<file path="src/rtl/sti_load_sched_pkg.sv">
// Shared types and constants for the serial-transmitter load scheduler.
package sti_load_sched_pkg;

    typedef enum logic [2:0] {
        ST_IDLE       = 3'd0,
        ST_LOAD       = 3'd1,
        ST_WAIT_START = 3'd2,
        ST_WAIT_END   = 3'd3,
        ST_END_LOAD   = 3'd4,
        ST_FINISH     = 3'd5
    } state_t;

    localparam int START_TIMEOUT_DEFAULT = 16;
    localparam int BEAT_COUNT            = 8;

    // cfg word layout: {length[1:0], fill, msb, low}
    localparam int CFG_LEN_HI = 4;
    localparam int CFG_LEN_LO = 3;
    localparam int CFG_FILL   = 2;
    localparam int CFG_MSB    = 1;
    localparam int CFG_LOW    = 0;

    localparam logic [5:0] BEAT_SAT = 6'd63;

    function automatic logic [5:0] expected_beats(input logic [1:0] length);
        logic [5:0] words;
        words = {4'd0, length} + 6'd1;
        return words * 6'(BEAT_COUNT);
    endfunction

endpackage

</file>
<file path="src/rtl/sti_load_sched_if.sv">
// Requester, transmitter and parallel-load signals of the load scheduler.
interface sti_load_sched_if;
    logic        req0, req1;
    logic [15:0] data0, data1;
    logic [4:0]  cfg0, cfg1;
    logic        last0, last1;
    logic        gnt0, gnt1;
    logic        so_valid;
    logic        load;
    logic [15:0] pi_data;
    logic [1:0]  pi_length;
    logic        pi_fill, pi_msb, pi_low, pi_end;
    logic        busy, done, err;

    modport master (
        output req0, req1, data0, data1, cfg0, cfg1, last0, last1, so_valid,
        input  gnt0, gnt1, load, pi_data, pi_length, pi_fill, pi_msb, pi_low,
               pi_end, busy, done, err
    );

    modport slave (
        input  req0, req1, data0, data1, cfg0, cfg1, last0, last1, so_valid,
        output gnt0, gnt1, load, pi_data, pi_length, pi_fill, pi_msb, pi_low,
               pi_end, busy, done, err
    );
endinterface

</file>
<file path="src/rtl/sti_load_sched_rr_arb2.sv">
// Two-way round-robin arbiter; the pointer moves to the loser after each grant.
module rr_arb2 (
    input  logic       clk,
    input  logic       reset,
    input  logic [1:0] req,
    input  logic       advance,
    output logic [1:0] gnt
);
    logic ptr_r;

    // Grant choice: a lone requester always wins, contention resolved by the pointer.
    always_comb begin
        gnt = 2'b00;
        case (req)
            2'b01:   gnt = 2'b01;
            2'b10:   gnt = 2'b10;
            2'b11:   gnt = ptr_r ? 2'b10 : 2'b01;
            default: gnt = 2'b00;
        endcase
    end

    // Pointer update on an accepted grant.
    always_ff @(posedge clk or posedge reset) begin
        if (reset) begin
            ptr_r <= 1'b0;
        end else if (advance && (gnt != 2'b00)) begin
            ptr_r <= gnt[0];
        end else begin
            ptr_r <= ptr_r;
        end
    end
endmodule

</file>
<file path="src/rtl/sti_load_sched.sv">
// Schedules requester words onto a serial transmitter and checks its beat count.
module sti_load_sched
    import sti_load_sched_pkg::*;
#(
    parameter int START_TIMEOUT = START_TIMEOUT_DEFAULT
) (
    input  logic               clk,
    input  logic               reset,
    sti_load_sched_if.slave    bus
);
    localparam int TW = $clog2(START_TIMEOUT + 1);

    state_t          state_r;
    logic [TW-1:0]   tmo_cnt_r;
    logic [5:0]      beat_cnt_r;
    logic            sv_q_r;
    logic [1:0]      last_seen_r;
    logic [1:0]      gnt_r;
    logic            load_r, pi_end_r, busy_r, done_r, err_r;
    logic [15:0]     pi_data_r;
    logic [1:0]      pi_length_r;
    logic            pi_fill_r, pi_msb_r, pi_low_r;

    logic [1:0]      elig_s;
    logic [1:0]      arb_gnt_s;
    logic            grant_en_s;
    logic            fall_s;
    logic [15:0]     sel_data_s;
    logic [4:0]      sel_cfg_s;

    // Requesters whose final word was accepted drop out of arbitration.
    assign elig_s     = {bus.req1, bus.req0} & ~last_seen_r;
    assign grant_en_s = (state_r == ST_IDLE) && !(&last_seen_r);
    assign fall_s     = sv_q_r && !bus.so_valid;

    rr_arb2 u_arb (
        .clk     (clk),
        .reset   (reset),
        .req     (elig_s),
        .advance (grant_en_s),
        .gnt     (arb_gnt_s)
    );

    // Word/cfg of the requester the arbiter picked.
    always_comb begin
        if (arb_gnt_s[1]) begin
            sel_data_s = bus.data1;
            sel_cfg_s  = bus.cfg1;
        end else begin
            sel_data_s = bus.data0;
            sel_cfg_s  = bus.cfg0;
        end
    end

    // Registered so_valid for falling-edge detection.
    always_ff @(posedge clk or posedge reset) begin
        if (reset) begin
            sv_q_r <= 1'b0;
        end else begin
            sv_q_r <= bus.so_valid;
        end
    end

    // Main sequencer with registered strobes, hold registers and counters.
    always_ff @(posedge clk or posedge reset) begin
        if (reset) begin
            state_r     <= ST_IDLE;
            tmo_cnt_r   <= '0;
            beat_cnt_r  <= 6'd0;
            last_seen_r <= 2'b00;
            gnt_r       <= 2'b00;
            load_r      <= 1'b0;
            pi_end_r    <= 1'b0;
            busy_r      <= 1'b0;
            done_r      <= 1'b0;
            err_r       <= 1'b0;
            pi_data_r   <= 16'd0;
            pi_length_r <= 2'd0;
            pi_fill_r   <= 1'b0;
            pi_msb_r    <= 1'b0;
            pi_low_r    <= 1'b0;
        end else begin
            gnt_r    <= 2'b00;
            load_r   <= 1'b0;
            pi_end_r <= 1'b0;
            case (state_r)
                ST_IDLE: begin
                    if (&last_seen_r) begin
                        state_r   <= ST_END_LOAD;
                        load_r    <= 1'b1;
                        pi_end_r  <= 1'b1;
                        pi_data_r <= 16'd0;
                        busy_r    <= 1'b1;
                    end else if (arb_gnt_s != 2'b00) begin
                        gnt_r       <= arb_gnt_s;
                        pi_data_r   <= sel_data_s;
                        pi_length_r <= sel_cfg_s[CFG_LEN_HI:CFG_LEN_LO];
                        pi_fill_r   <= sel_cfg_s[CFG_FILL];
                        pi_msb_r    <= sel_cfg_s[CFG_MSB];
                        pi_low_r    <= sel_cfg_s[CFG_LOW];
                        last_seen_r <= last_seen_r | (arb_gnt_s & {bus.last1, bus.last0});
                        state_r     <= ST_LOAD;
                        busy_r      <= 1'b1;
                    end else begin
                        state_r <= ST_IDLE;
                    end
                end
                ST_LOAD: begin
                    load_r    <= 1'b1;
                    tmo_cnt_r <= '0;
                    state_r   <= ST_WAIT_START;
                end
                ST_WAIT_START: begin
                    // The first valid cycle is already a beat of the word.
                    if (bus.so_valid) begin
                        beat_cnt_r <= 6'd1;
                        state_r    <= ST_WAIT_END;
                    end else if (tmo_cnt_r == TW'(START_TIMEOUT - 1)) begin
                        err_r   <= 1'b1;
                        state_r <= ST_IDLE;
                        busy_r  <= 1'b0;
                    end else begin
                        tmo_cnt_r <= tmo_cnt_r + TW'(1);
                    end
                end
                ST_WAIT_END: begin
                    if (fall_s) begin
                        if (beat_cnt_r != expected_beats(pi_length_r)) begin
                            err_r <= 1'b1;
                        end
                        state_r <= ST_IDLE;
                        busy_r  <= 1'b0;
                    end else if (bus.so_valid && (beat_cnt_r != BEAT_SAT)) begin
                        beat_cnt_r <= beat_cnt_r + 6'd1;
                    end
                end
                ST_END_LOAD: begin
                    state_r <= ST_FINISH;
                    busy_r  <= 1'b0;
                    done_r  <= 1'b1;
                end
                ST_FINISH: begin
                    state_r <= ST_FINISH;
                end
                default: begin
                    state_r <= ST_IDLE;
                    busy_r  <= 1'b0;
                end
            endcase
        end
    end

    assign bus.gnt0      = gnt_r[0];
    assign bus.gnt1      = gnt_r[1];
    assign bus.load      = load_r;
    assign bus.pi_end    = pi_end_r;
    assign bus.pi_data   = pi_data_r;
    assign bus.pi_length = pi_length_r;
    assign bus.pi_fill   = pi_fill_r;
    assign bus.pi_msb    = pi_msb_r;
    assign bus.pi_low    = pi_low_r;
    assign bus.busy      = busy_r;
    assign bus.done      = done_r;
    assign bus.err       = err_r;
endmodule
</file>
<file path="src/flat_wrapper.sv">
// flat-port wrapper written by rule: the top's interface ports become plain ports
module sti_load_sched_flat import sti_load_sched_pkg::*;
#(
    parameter int START_TIMEOUT = START_TIMEOUT_DEFAULT
)
  (clk, reset, bus_req0, bus_req1, bus_data0, bus_data1, bus_cfg0, bus_cfg1, bus_last0, bus_last1, bus_so_valid, bus_gnt0, bus_gnt1, bus_load, bus_pi_data, bus_pi_length, bus_pi_fill, bus_pi_msb, bus_pi_low, bus_pi_end, bus_busy, bus_done, bus_err);
  sti_load_sched_if bus_i ();
  input  logic clk;
  input  logic reset;
  input wire logic [$bits(bus_i.req0)-1:0] bus_req0;
  input wire logic [$bits(bus_i.req1)-1:0] bus_req1;
  input wire logic [$bits(bus_i.data0)-1:0] bus_data0;
  input wire logic [$bits(bus_i.data1)-1:0] bus_data1;
  input wire logic [$bits(bus_i.cfg0)-1:0] bus_cfg0;
  input wire logic [$bits(bus_i.cfg1)-1:0] bus_cfg1;
  input wire logic [$bits(bus_i.last0)-1:0] bus_last0;
  input wire logic [$bits(bus_i.last1)-1:0] bus_last1;
  input wire logic [$bits(bus_i.so_valid)-1:0] bus_so_valid;
  output wire logic [$bits(bus_i.gnt0)-1:0] bus_gnt0;
  output wire logic [$bits(bus_i.gnt1)-1:0] bus_gnt1;
  output wire logic [$bits(bus_i.load)-1:0] bus_load;
  output wire logic [$bits(bus_i.pi_data)-1:0] bus_pi_data;
  output wire logic [$bits(bus_i.pi_length)-1:0] bus_pi_length;
  output wire logic [$bits(bus_i.pi_fill)-1:0] bus_pi_fill;
  output wire logic [$bits(bus_i.pi_msb)-1:0] bus_pi_msb;
  output wire logic [$bits(bus_i.pi_low)-1:0] bus_pi_low;
  output wire logic [$bits(bus_i.pi_end)-1:0] bus_pi_end;
  output wire logic [$bits(bus_i.busy)-1:0] bus_busy;
  output wire logic [$bits(bus_i.done)-1:0] bus_done;
  output wire logic [$bits(bus_i.err)-1:0] bus_err;
  assign bus_i.req0 = bus_req0;
  assign bus_i.req1 = bus_req1;
  assign bus_i.data0 = bus_data0;
  assign bus_i.data1 = bus_data1;
  assign bus_i.cfg0 = bus_cfg0;
  assign bus_i.cfg1 = bus_cfg1;
  assign bus_i.last0 = bus_last0;
  assign bus_i.last1 = bus_last1;
  assign bus_i.so_valid = bus_so_valid;
  assign bus_gnt0 = bus_i.gnt0;
  assign bus_gnt1 = bus_i.gnt1;
  assign bus_load = bus_i.load;
  assign bus_pi_data = bus_i.pi_data;
  assign bus_pi_length = bus_i.pi_length;
  assign bus_pi_fill = bus_i.pi_fill;
  assign bus_pi_msb = bus_i.pi_msb;
  assign bus_pi_low = bus_i.pi_low;
  assign bus_pi_end = bus_i.pi_end;
  assign bus_busy = bus_i.busy;
  assign bus_done = bus_i.done;
  assign bus_err = bus_i.err;
  sti_load_sched #(.START_TIMEOUT(START_TIMEOUT)) u_core (.clk(clk), .reset(reset), .bus(bus_i));
endmodule
</file>
<file path="config.mk">
export PLATFORM = sky130hd
export DESIGN_NAME = sti_load_sched_flat
export DESIGN_NICKNAME = d
export VERILOG_FILES = /design/src/rtl/sti_load_sched_pkg.sv /design/src/rtl/sti_load_sched_if.sv /design/src/rtl/sti_load_sched_rr_arb2.sv /design/src/rtl/sti_load_sched.sv /design/src/flat_wrapper.sv
export SDC_FILE = /design/constraint.sdc
export NUM_CORES = 1
export LEC_CHECK = 0
export CELL_PAD_IN_SITES_DETAIL_PLACEMENT = 0
export CELL_PAD_IN_SITES_GLOBAL_PLACEMENT = 1
export CORE_ASPECT_RATIO = 1.4
export CORE_MARGIN = 8
export CORE_UTILIZATION = 25
export CTS_BUF_LIST = sky130_fd_sc_hd__clkbuf_4
export DETAILED_ROUTE_END_ITERATION = 10
export GPL_TIMING_DRIVEN = 0
export PLACE_DENSITY = 0.68
export SLEW_MARGIN = 20
export SYNTH_ARGS = -nofsm -noshare
export SYNTH_HDL_FRONTEND = slang
export SYNTH_SLANG_ARGS = --single-unit
</file>
<file path="constraint.sdc">
create_clock -name clk -period 2 [get_ports clk]
set_clock_uncertainty 0.1 [all_clocks]
set_input_delay 0.2 -clock clk [delete_from_list [all_inputs] [get_ports clk]]
set_output_delay 0.2 -clock clk [all_outputs]
set_load 0.05 [all_outputs]
</file>
# Word level (Yosys, flattened, before mapping)
# Cells that the tools add are included.
# classes
div	0
bitwise_logic	6
n_mul	0
eq_ne	21
n_mux	36
n_shift	0
magnitude_cmp	0
add_sub_neg	3
reduce_logical	21
# op_table
operator	count
$mux W16	3
$mux W6	3
$mux W5	3
$pmux W3 S5	1
$mux W1	12
$mux W3	4
$pmux W6 S2	1
$pmux W5 S2	1
$reduce_and A5 Y1	2
$mux W2	4
$ne A2 B1 Y1 const B	4
$ne A2 B2 Y1 const B	4
$reduce_bool A2 Y1	4
$add A6 B1 Y6 const B	1
$eq A3 B2 Y1 const B	2
$eq A3 B3 Y1 const B	2
$ne A6 B6 Y1	1
$ne A6 B6 Y1 const B	1
$pmux W2 S3	1
$reduce_and A2 Y1	3
$reduce_and A3 Y1	2
$add A5 B1 Y5 const B	1
$eq A5 B4 Y1 const B	1
$and A2 B2 Y2	2
16 further kinds	24
# totals
output_inout_bits	28
in_bits	49
register_bits	46
latchBits	0
mem_count	0
wordCells	104
mem_bits_ro	0
mem_bits_rw	0

# Depth between registers and ports, before layout
# Gate-level depths: netlist (run 1).
# depth
depth_word	8
mapped_depth	7
mapped_depth_nobuf	7

# Modules after synthesis
# From an unflattened synthesis (run 1), not the netlist that was laid out.
# hier_totals
cells_unflattened	202
hier_area_um2	2328.5
# by_module_without_submodules
mod	area_per_inst_um2	cells_each	seq_area_each_um2	n_inst
sti_load_sched	2269.7	195	1126.1	1
rr_arb2	58.8	7	25.0	1

# Worst setup path after synthesis (run 1)
# No wires, ideal clock.
# synth_path
path_type	register -> register
from	register u_core.tmo_cnt_r[0]
to	register u_core.tmo_cnt_r[2]
t_required_ns	1.817
arrival_time_ns	1.857
path_buffers	0
stages_incl_launch_ff	8
synth_period_minus_slack_ns	2.039
setup_slack_ns	-0.039
setup_time_ns	0.083
path_cell_list	dfrtp_1 > ha_1 > and3_1 > ha_1 > or4_1 > nor4b_1 > a21oi_1 > o21ai_0
# synth_via
elab_chain_cells	4
elab_cells_between_ends	7
cone_classes	add/sub (1); eq/ne (2); mux (3); reduce/logical (1)
# synth_lines
item	line	rtl
start, declared	sti_load_sched.sv:14	logic [TW-1:0] tmo_cnt_r;
start signal, assigned	sti_load_sched.sv:123	tmo_cnt_r <= tmo_cnt_r + TW'(1);
$add A5 B1 Y5	sti_load_sched.sv:123	
$mux W5	sti_load_sched.sv:118	end else if (tmo_cnt_r == TW'(START_TIMEOUT - 1)) begin
$mux W5	sti_load_sched.sv:115	if (bus.so_valid) begin
$pmux W5 S2	sti_load_sched.sv:86	case (state_r)
# Several ways; a longest one is shown, not always the timed one. The select of a mux whose other input is x is not followed.
# A chain may end at the register's enable or synchronous reset.

# Worst setup path in the final report (run 1)
# Same ends and word-level chain as after synthesis.

==> results_dict.tcl, run 1 <==
set metrics [dict create \
    fin_area_um2 3250 \
    grt_start_max_net_pins 30 \
    ys.flop_type "dfrtp_1" \
    grtUsageTotal_pct 11.8 \
    p_clk_share_pct 9.2 \
    synth_top_area_share_pct 51.9 \
    dr.pass1.iters 4 \
    path_class "reg -> reg" \
    maxSlewHeadroom_pct 55.5 \
    syn_area_per_cell_um2 10.8 \
    clk_pin_slew_ps 130 \
    fin_nets 348 \
    synth_area_leaders "dfrtp_1 52%, a221o_1 8.1%, nor2b_1 5.6%" \
    final_cell_mix "75 x clkdlybuf4s50_1, 46 x dfrtp_1, 20 x nor2b_1" \
    num_io_pins 77 \
    combPwrFrac_pct 56.7 \
    synthToLayoutAreaGrowth_pct 46.3 \
    detail_route.wirelength_um 6600 \
    r2r_start "u_core.tmo_cnt_r[0]$_DFFE_PP0P_" \
    drt-initial-drc-count 55 \
    maxCapViolations 0 \
    die_x_um 95.6 \
    drive_above_1_share_pct 9.22 \
    crit_fanout 4 \
    port_buffers 76 \
    hpwl_um 5090 \
    cts_max_level 2 \
    yosysWarnings 0 \
    antenna_found_initial 0 \
    rsz0062_at_grt "true" \
    slew_violations 0 \
    post-route-period-util_pct 98.6 \
    outcome "completed" \
    hold_violations 0 \
    worstPathRequired_ps 2200 \
    p_leak_nw 1.36 \
    p_sw_share_pct 46.5 \
    initial_core_util_pct 25.8 \
    hp-class "in -> async" \
    synthArstFlopShare_pct 100 \
    synth_edf_count 0 \
    gp_congestion 0.749 \
    ys_seq_elements 46 \
    multiInputGateArea_um2 1030 \
    netlist_area_um2 2220 \
    tritoncts "done" \
    worstReg2RegEnd "u_core.tmo_cnt_r[2]$_DFFE_PP0P_" \
    die_y_um 127 \
    setup_viol 0 \
    vias 1946 \
    p_int_w 0.00243 \
    final.min_clock_period_ps 1970 \
    top_usage_layer "met2" \
    end_kind "flip-flop" \
    cts_sinks 46 \
    nFillCells 902 \
    power_density_nw_per_um2 1400 \
    ant_nets 0 \
    cts_inserted_buffers 5 \
    routedWlPerCell_um 16.6 \
    seqCellArea_um2 1150 \
    grt_use_met1_pct 12.9 \
    start_kind "flip-flop" \
    rows 40 \
    cp.arrival_ps 2170 \
    use_met2_pct 21.4 \
    clock_latency_ps 360 \
    final_common_cell "clkdlybuf4s50_1" \
    tns_ps 0 \
    clock-root-buffer "clkbuf_4" \
    drc 0 \
    dieArea_um2 12200 \
    core_area_um2 8610 \
    worst_pin_slew_ps 666 \
    reg2reg_depth 7 \
    r2r_setup_slack_ps 30 \
    seq_area_frac_synth_pct 51.9 \
    place_area_um2 3150 \
    syn_inst 206 \
    n_antenna_cell 0 \
    synth_top_area_cell "dfrtp_1" \
    ir_worst_vdd_v 0.000565 \
    p_switching_w 0.00210 \
    grt_pass1_vias 2218 \
    grt_pass1_wl_um 11400 \
    clockBufferDepth 2 \
    fmax_mhz 507 \
    met3_usage_pct 2.99 \
    viasPerCell 4.89 \
    power.share.sequential_pct 34.1 \
    ys_types 46 \
    syn_nets 260 \
    grt-ovfl-total 0 \
]
-- critical path, cell delays in order, from the launching register on --
cell     delay (ps)
dfrtp_1         420
ha_2            200
and3_4          190
ha_4            160
or4_4           440
nor4b_2         220
a21oi_1          60
o21ai_1         120
-- state kept, by name, indices dropped and copies added (netlist names) --
name / count
u_core.bus.load: 1
u_core.state_r: 3
u_core.bus.busy: 1
u_core.bus.err: 1
u_core.bus.pi_low: 1
u_core.bus.pi_fill: 1
u_core.sv_q_r: 1
u_core.beat_cnt_r: 6
u_core.last_seen_r: 2
u_core.bus.done: 1
u_core.gnt_r: 2
u_core.bus.pi_data: 16
u_core.tmo_cnt_r: 5
u_core.bus.pi_length: 2
u_core.bus.pi_msb: 1
u_core.bus.pi_end: 1
u_core.u_arb.ptr_r: 1
-- how the worst max path moves through the flow --
stage,start,end,slack (ps)
floorplan,u_core.tmo_cnt_r[0]$_DFFE_PP0P_,u_core.tmo_cnt_r[2]$_DFFE_PP0P_,0.2
global placement,reset,u_core.bus.pi_data[12]$_DFFE_PP0P_,-480
detailed placement,u_core.tmo_cnt_r[0]$_DFFE_PP0P_,u_core.tmo_cnt_r[2]$_DFFE_PP0P_,-150
CTS,u_core.state_r[0]$_DFFE_PP0P_,u_core.bus.pi_data[7]$_DFFE_PP0P_,10
global route,u_core.tmo_cnt_r[0]$_DFFE_PP0P_,u_core.tmo_cnt_r[2]$_DFFE_PP0P_,-40
finish,u_core.tmo_cnt_r[0]$_DFFE_PP0P_,u_core.tmo_cnt_r[2]$_DFFE_PP0P_,30
-- cell families (layout without fill, tap and decap cells) --
family	count (synthesis)	count (layout)	share of synthesized area, %
AOI/OAI and AO/OA	70	70	23.8
adders and majority gates	5	5	2.82
buffers and inverters	17	104	3.44
xor gates and xnor gates	3	3	1.18
and+or+nand+nor	65	65	16.9
DFF	46	46	51.9
-- metal layers --
layer	part of all wire (%)	vias to the layer above
met2	54	38
met4	1.5	0
met5	0	-
met3	3.6	8
met1	41	948
li1	-	952
-- power by group through the flow --
| stage | Sequential, W | Combinational (W) | Clock [W] |
|---|---|---|---|
| floorplan | 0.00229 | 0.000925 | 0 |
| global placement | 0.00156 | 0.00250 | 0 |
| detailed placement | 0.00156 | 0.00253 | 0 |
| CTS | 0.00154 | 0.00258 | 0.000443 |
| global route | 0.00160 | 0.00279 | 0.000463 |
| finish | 0.00155 | 0.00257 | 0.000415 |
-- cell usage after synthesis, types with 2 or more instances --
cell type / instances
a21oi_1: 12
o22ai_1: 4
o311ai_0: 2
nor3_1: 4
nand3_1: 5
nand2_1: 7
and2_0: 2
a31oi_1: 2
buf_2: 4
o21ai_0: 14
a21o_1: 5
nand4_1: 3
clkbuf_1: 5
dfrtp_1: 46
ha_1: 5
xor2_1: 2
inv_1: 7
nor3b_1: 2
and3_1: 2
a221o_1: 18
nand2b_1: 4
nor2_1: 8
nor2b_1: 20
-- through the flow --
stage                     util [%]  setup slack [ps]  cells  hold WS (ps)  total power (W)
after floorplan                  -             0.158    206           131          0.00322
after global routing          37.7             -37.6    398           169          0.00485
final                         37.7              28.6    398           133          0.00453
after global placement        36.3              -478    387           349          0.00406
after detailed placement      36.6              -148    388           352          0.00410
after CTS                     37.5              11.8    396           148          0.00457
-- area by class of cell --
cell class | instances | share of cell area (%)
multi-input combinational | 143 | 31.6
inverter | 7 | 0.809
timing repair buffer | 81 | 25.3
buffer | 10 | 1.54
clock buffer | 5 | 1.16
clock inverter | 1 | 0.116
tap | 105 | 4.05
sequential | 46 | 35.5
-- what timing repair did --
item,4_1_cts,5_1_grt
setup buffers,2,2
hold buffers,0,0
endpoints found under the setup margin,5,23
gates resized for setup,4,3
pin swaps,1,0
No activity file was read; power rests on OpenSTA's default activity.
==> inputs of run 2 (changes only) <==
Settings changed: CTS_CLUSTER_DIAMETER set to 60, PLACE_DENSITY 0.68 to 0.66, SYNTH_HIERARCHICAL set to 1, TNS_END_PERCENT set to 1.
==> results_dict.tcl, run 2 <==
set metrics [dict create \
    outcome "completed" \
    synth_compound_area_share_pct 16.3 \
    fin_nets 341 \
    routedWlPerCell_um 15.5 \
    antenna_found_initial 0 \
    drc 0 \
    netlist_area_um2 2330 \
    ys_seq_elements 46 \
    synth_top_area_share_pct 49.4 \
    crit_fanout 10 \
    hpwl_um 4770 \
    cts_sinks 46 \
    synth-xor-area-share_pct 1.13 \
    hold_violations 0 \
    yosys.area_share.simple_pct 10.8 \
    synth_top_family_by_area "compound AO/OA/AOI/OAI gates" \
    final_cell_mix "75 x clkdlybuf4s50_1, 43 x dfrtp_1, 21 x mux2i_1" \
    clock_latency_ps 360 \
    port_buffers 76 \
    synthToLayoutAreaGrowth_pct 47.0 \
    synthMuxAreaShare_pct 14.8 \
    synth_top_area_cell "dfrtp_1" \
    fin_area_um2 3420 \
    yosys-top-cells-count "46 x dfrtp_1, 21 x mux2i_1, 16 x o2bb2ai_1" \
    grt_pass1_wl_um 10000 \
    core_area_um2 9030 \
    grt-ovfl-total 0 \
    detail_route.wirelength_um 6110 \
    slew_violations 0 \
    num_io_pins 77 \
    grtUsageTotal_pct 9.72 \
    worstPathRequired_ps 2200 \
    reg2reg_depth 4 \
    r2r_setup_slack_ps 60 \
    initial_core_util_pct 25.8 \
    power_density_nw_per_um2 1410 \
    dr.pass1.iters 4 \
    cts_inserted_buffers 5 \
    tritoncts "done" \
    ys_types 47 \
    ant_nets 0 \
    ir_worst_vdd_v 0.000622 \
    clockBufferDepth 2 \
    ys.flop_type "dfrtp_1" \
    yosysWarnings 6 \
    die_x_um 97.6 \
    cp.arrival_ps 2140 \
    gp_congestion 0.797 \
    cts_max_level 2 \
    synth_adder_area_share_pct 2.69 \
    seq_area_frac_synth_pct 49.4 \
    setup_viol 0 \
    dp.cells 386 \
    syn_nets 256 \
    synthArstFlopShare_pct 100 \
    worst_pin_slew_ps 531 \
    fin_cells 395 \
    synth_edf_count 0 \
    end_kind "flip-flop" \
    fmax_mhz 515 \
    nFillCells 875 \
    rsz0062_at_grt "true" \
    rows 41 \
    place_area_um2 3250 \
    grt_pass1_vias 2014 \
    hp-class "in -> reg" \
    largest_reg_flops 16 \
    path_class "reg -> reg" \
    synth_most_common_cell "dfrtp_1" \
    maxSlewHeadroom_pct 64.5 \
    final_common_cell "clkdlybuf4s50_1" \
    synth_area_leaders "dfrtp_1 49%, mux2i_1 9.0%, o2bb2ai_1 6.0%" \
    grt_start_max_net_pins 24 \
    drt-initial-drc-count 34 \
    viasPerCell 4.62 \
    p_leak_nw 1.43 \
    syn_inst 202 \
    drive_above_1_share_pct 18.1 \
    holdPathStages 2 \
    clock-root-buffer "clkbuf_4" \
    vias 1824 \
    dieArea_um2 12700 \
    maxCapViolations 0 \
    post-route-period-util_pct 97.0 \
    start_kind "flip-flop" \
    syn_area_per_cell_um2 11.5 \
    clk_pin_slew_ps 140 \
    final.min_clock_period_ps 1940 \
    n_antenna_cell 0 \
    die_y_um 130 \
]
[run 2: area by class of cell]
class | count | area (um^2) | area share [%]
sequential | 46 | 1150 | 33.7
multi-input combinational | 132 | 1110 | 32.5
timing repair buffer | 81 | 816 | 23.8
tap | 107 | 134 | 3.91
buffer | 12 | 93.8 | 2.74
clock inverter | 3 | 40.0 | 1.17
clock buffer | 5 | 37.5 | 1.10
inverter | 9 | 33.8 | 0.987
[run 2: report_power, final]
| part | internal [W] | switching [W] | leakage, nW |
|---|---|---|---|
| registers | 0.00128 | 0.000267 | 0.578 |
| logic | 0.00116 | 0.00156 | 0.809 |
| clock network | 0.000259 | 0.000298 | 0.0450 |
| total | 0.00270 | 0.00212 | 1.43 |
[run 2: per-stage QoR]
stage               hold WS (ps)  utilization (%)  worst slack (ps)  power [W]  setup TNS (ps)
floorplan                   -171                -             -12.9    0.00334           -13.0
global placement             275             35.7              -636    0.00416          -31720
detailed placement           301             36.0              -649    0.00419          -12570
CTS                          344             37.5              1.83    0.00484               0
global route                 346             37.9             -19.2    0.00515           -44.9
finish                       352             37.9              60.1    0.00482               0
[run 2: final timing paths]
path | endpoint | from
worst max-delay path | u_core/tmo_cnt_r[3]$_DFFE_PP0P_ | u_core/state_r[0]$_DFFE_PP0P_
worst min-delay path | u_core/last_seen_r[0]$_DFFE_PP0P_ | bus_last0
worst max register to register | u_core/tmo_cnt_r[3]$_DFFE_PP0P_ | u_core/state_r[0]$_DFFE_PP0P_
worst min register to register | u_core/bus.pi_data[8]$_DFFE_PP0P_ | u_core/bus.pi_data[8]$_DFFE_PP0P_
max in group asynchronous | u_core/state_r[0]$_DFFE_PP0P_ | reset
min in group asynchronous | u_core/u_arb/ptr_r$_DFFE_PP0P_ | reset
[run 2: what timing repair did]
action | in CTS | in global routing
resized for setup | 18 | 9
hold buffers | 1 | 0
pin swaps | 0 | 1
setup buffers | 0 | 3
endpoints found under the setup margin | 25 | 17
endpoints found under the hold margin | 1 | 0
[run 2: cells by family after synthesis]
group | count (synthesis)
AND/OR/NAND/NOR | 43
flip-flops | 46
XOR/XNOR | 3
adder cells (fa/ha/maj) | 5
multiplexers | 33
buffers and inverters | 24
AO/OA/AOI/OAI | 48
[run 2: layer usage]
layer | wire length, um | part of all wire (%) | global-route usage (%)
met1 | 2530 | 41 | 10.8
met3 | 353 | 5.8 | 3.07
met5 | 0 | 0 | 0
met2 | 3140 | 51 | 17.3
met4 | 82 | 1.3 | 2.95
[run 2: worst max-delay path: stages (launching register included)]
cell and delay, ps:
dfrtp_2 460, buf_6 150, or4b_4 550, or4_1 480
a21boi_1 150
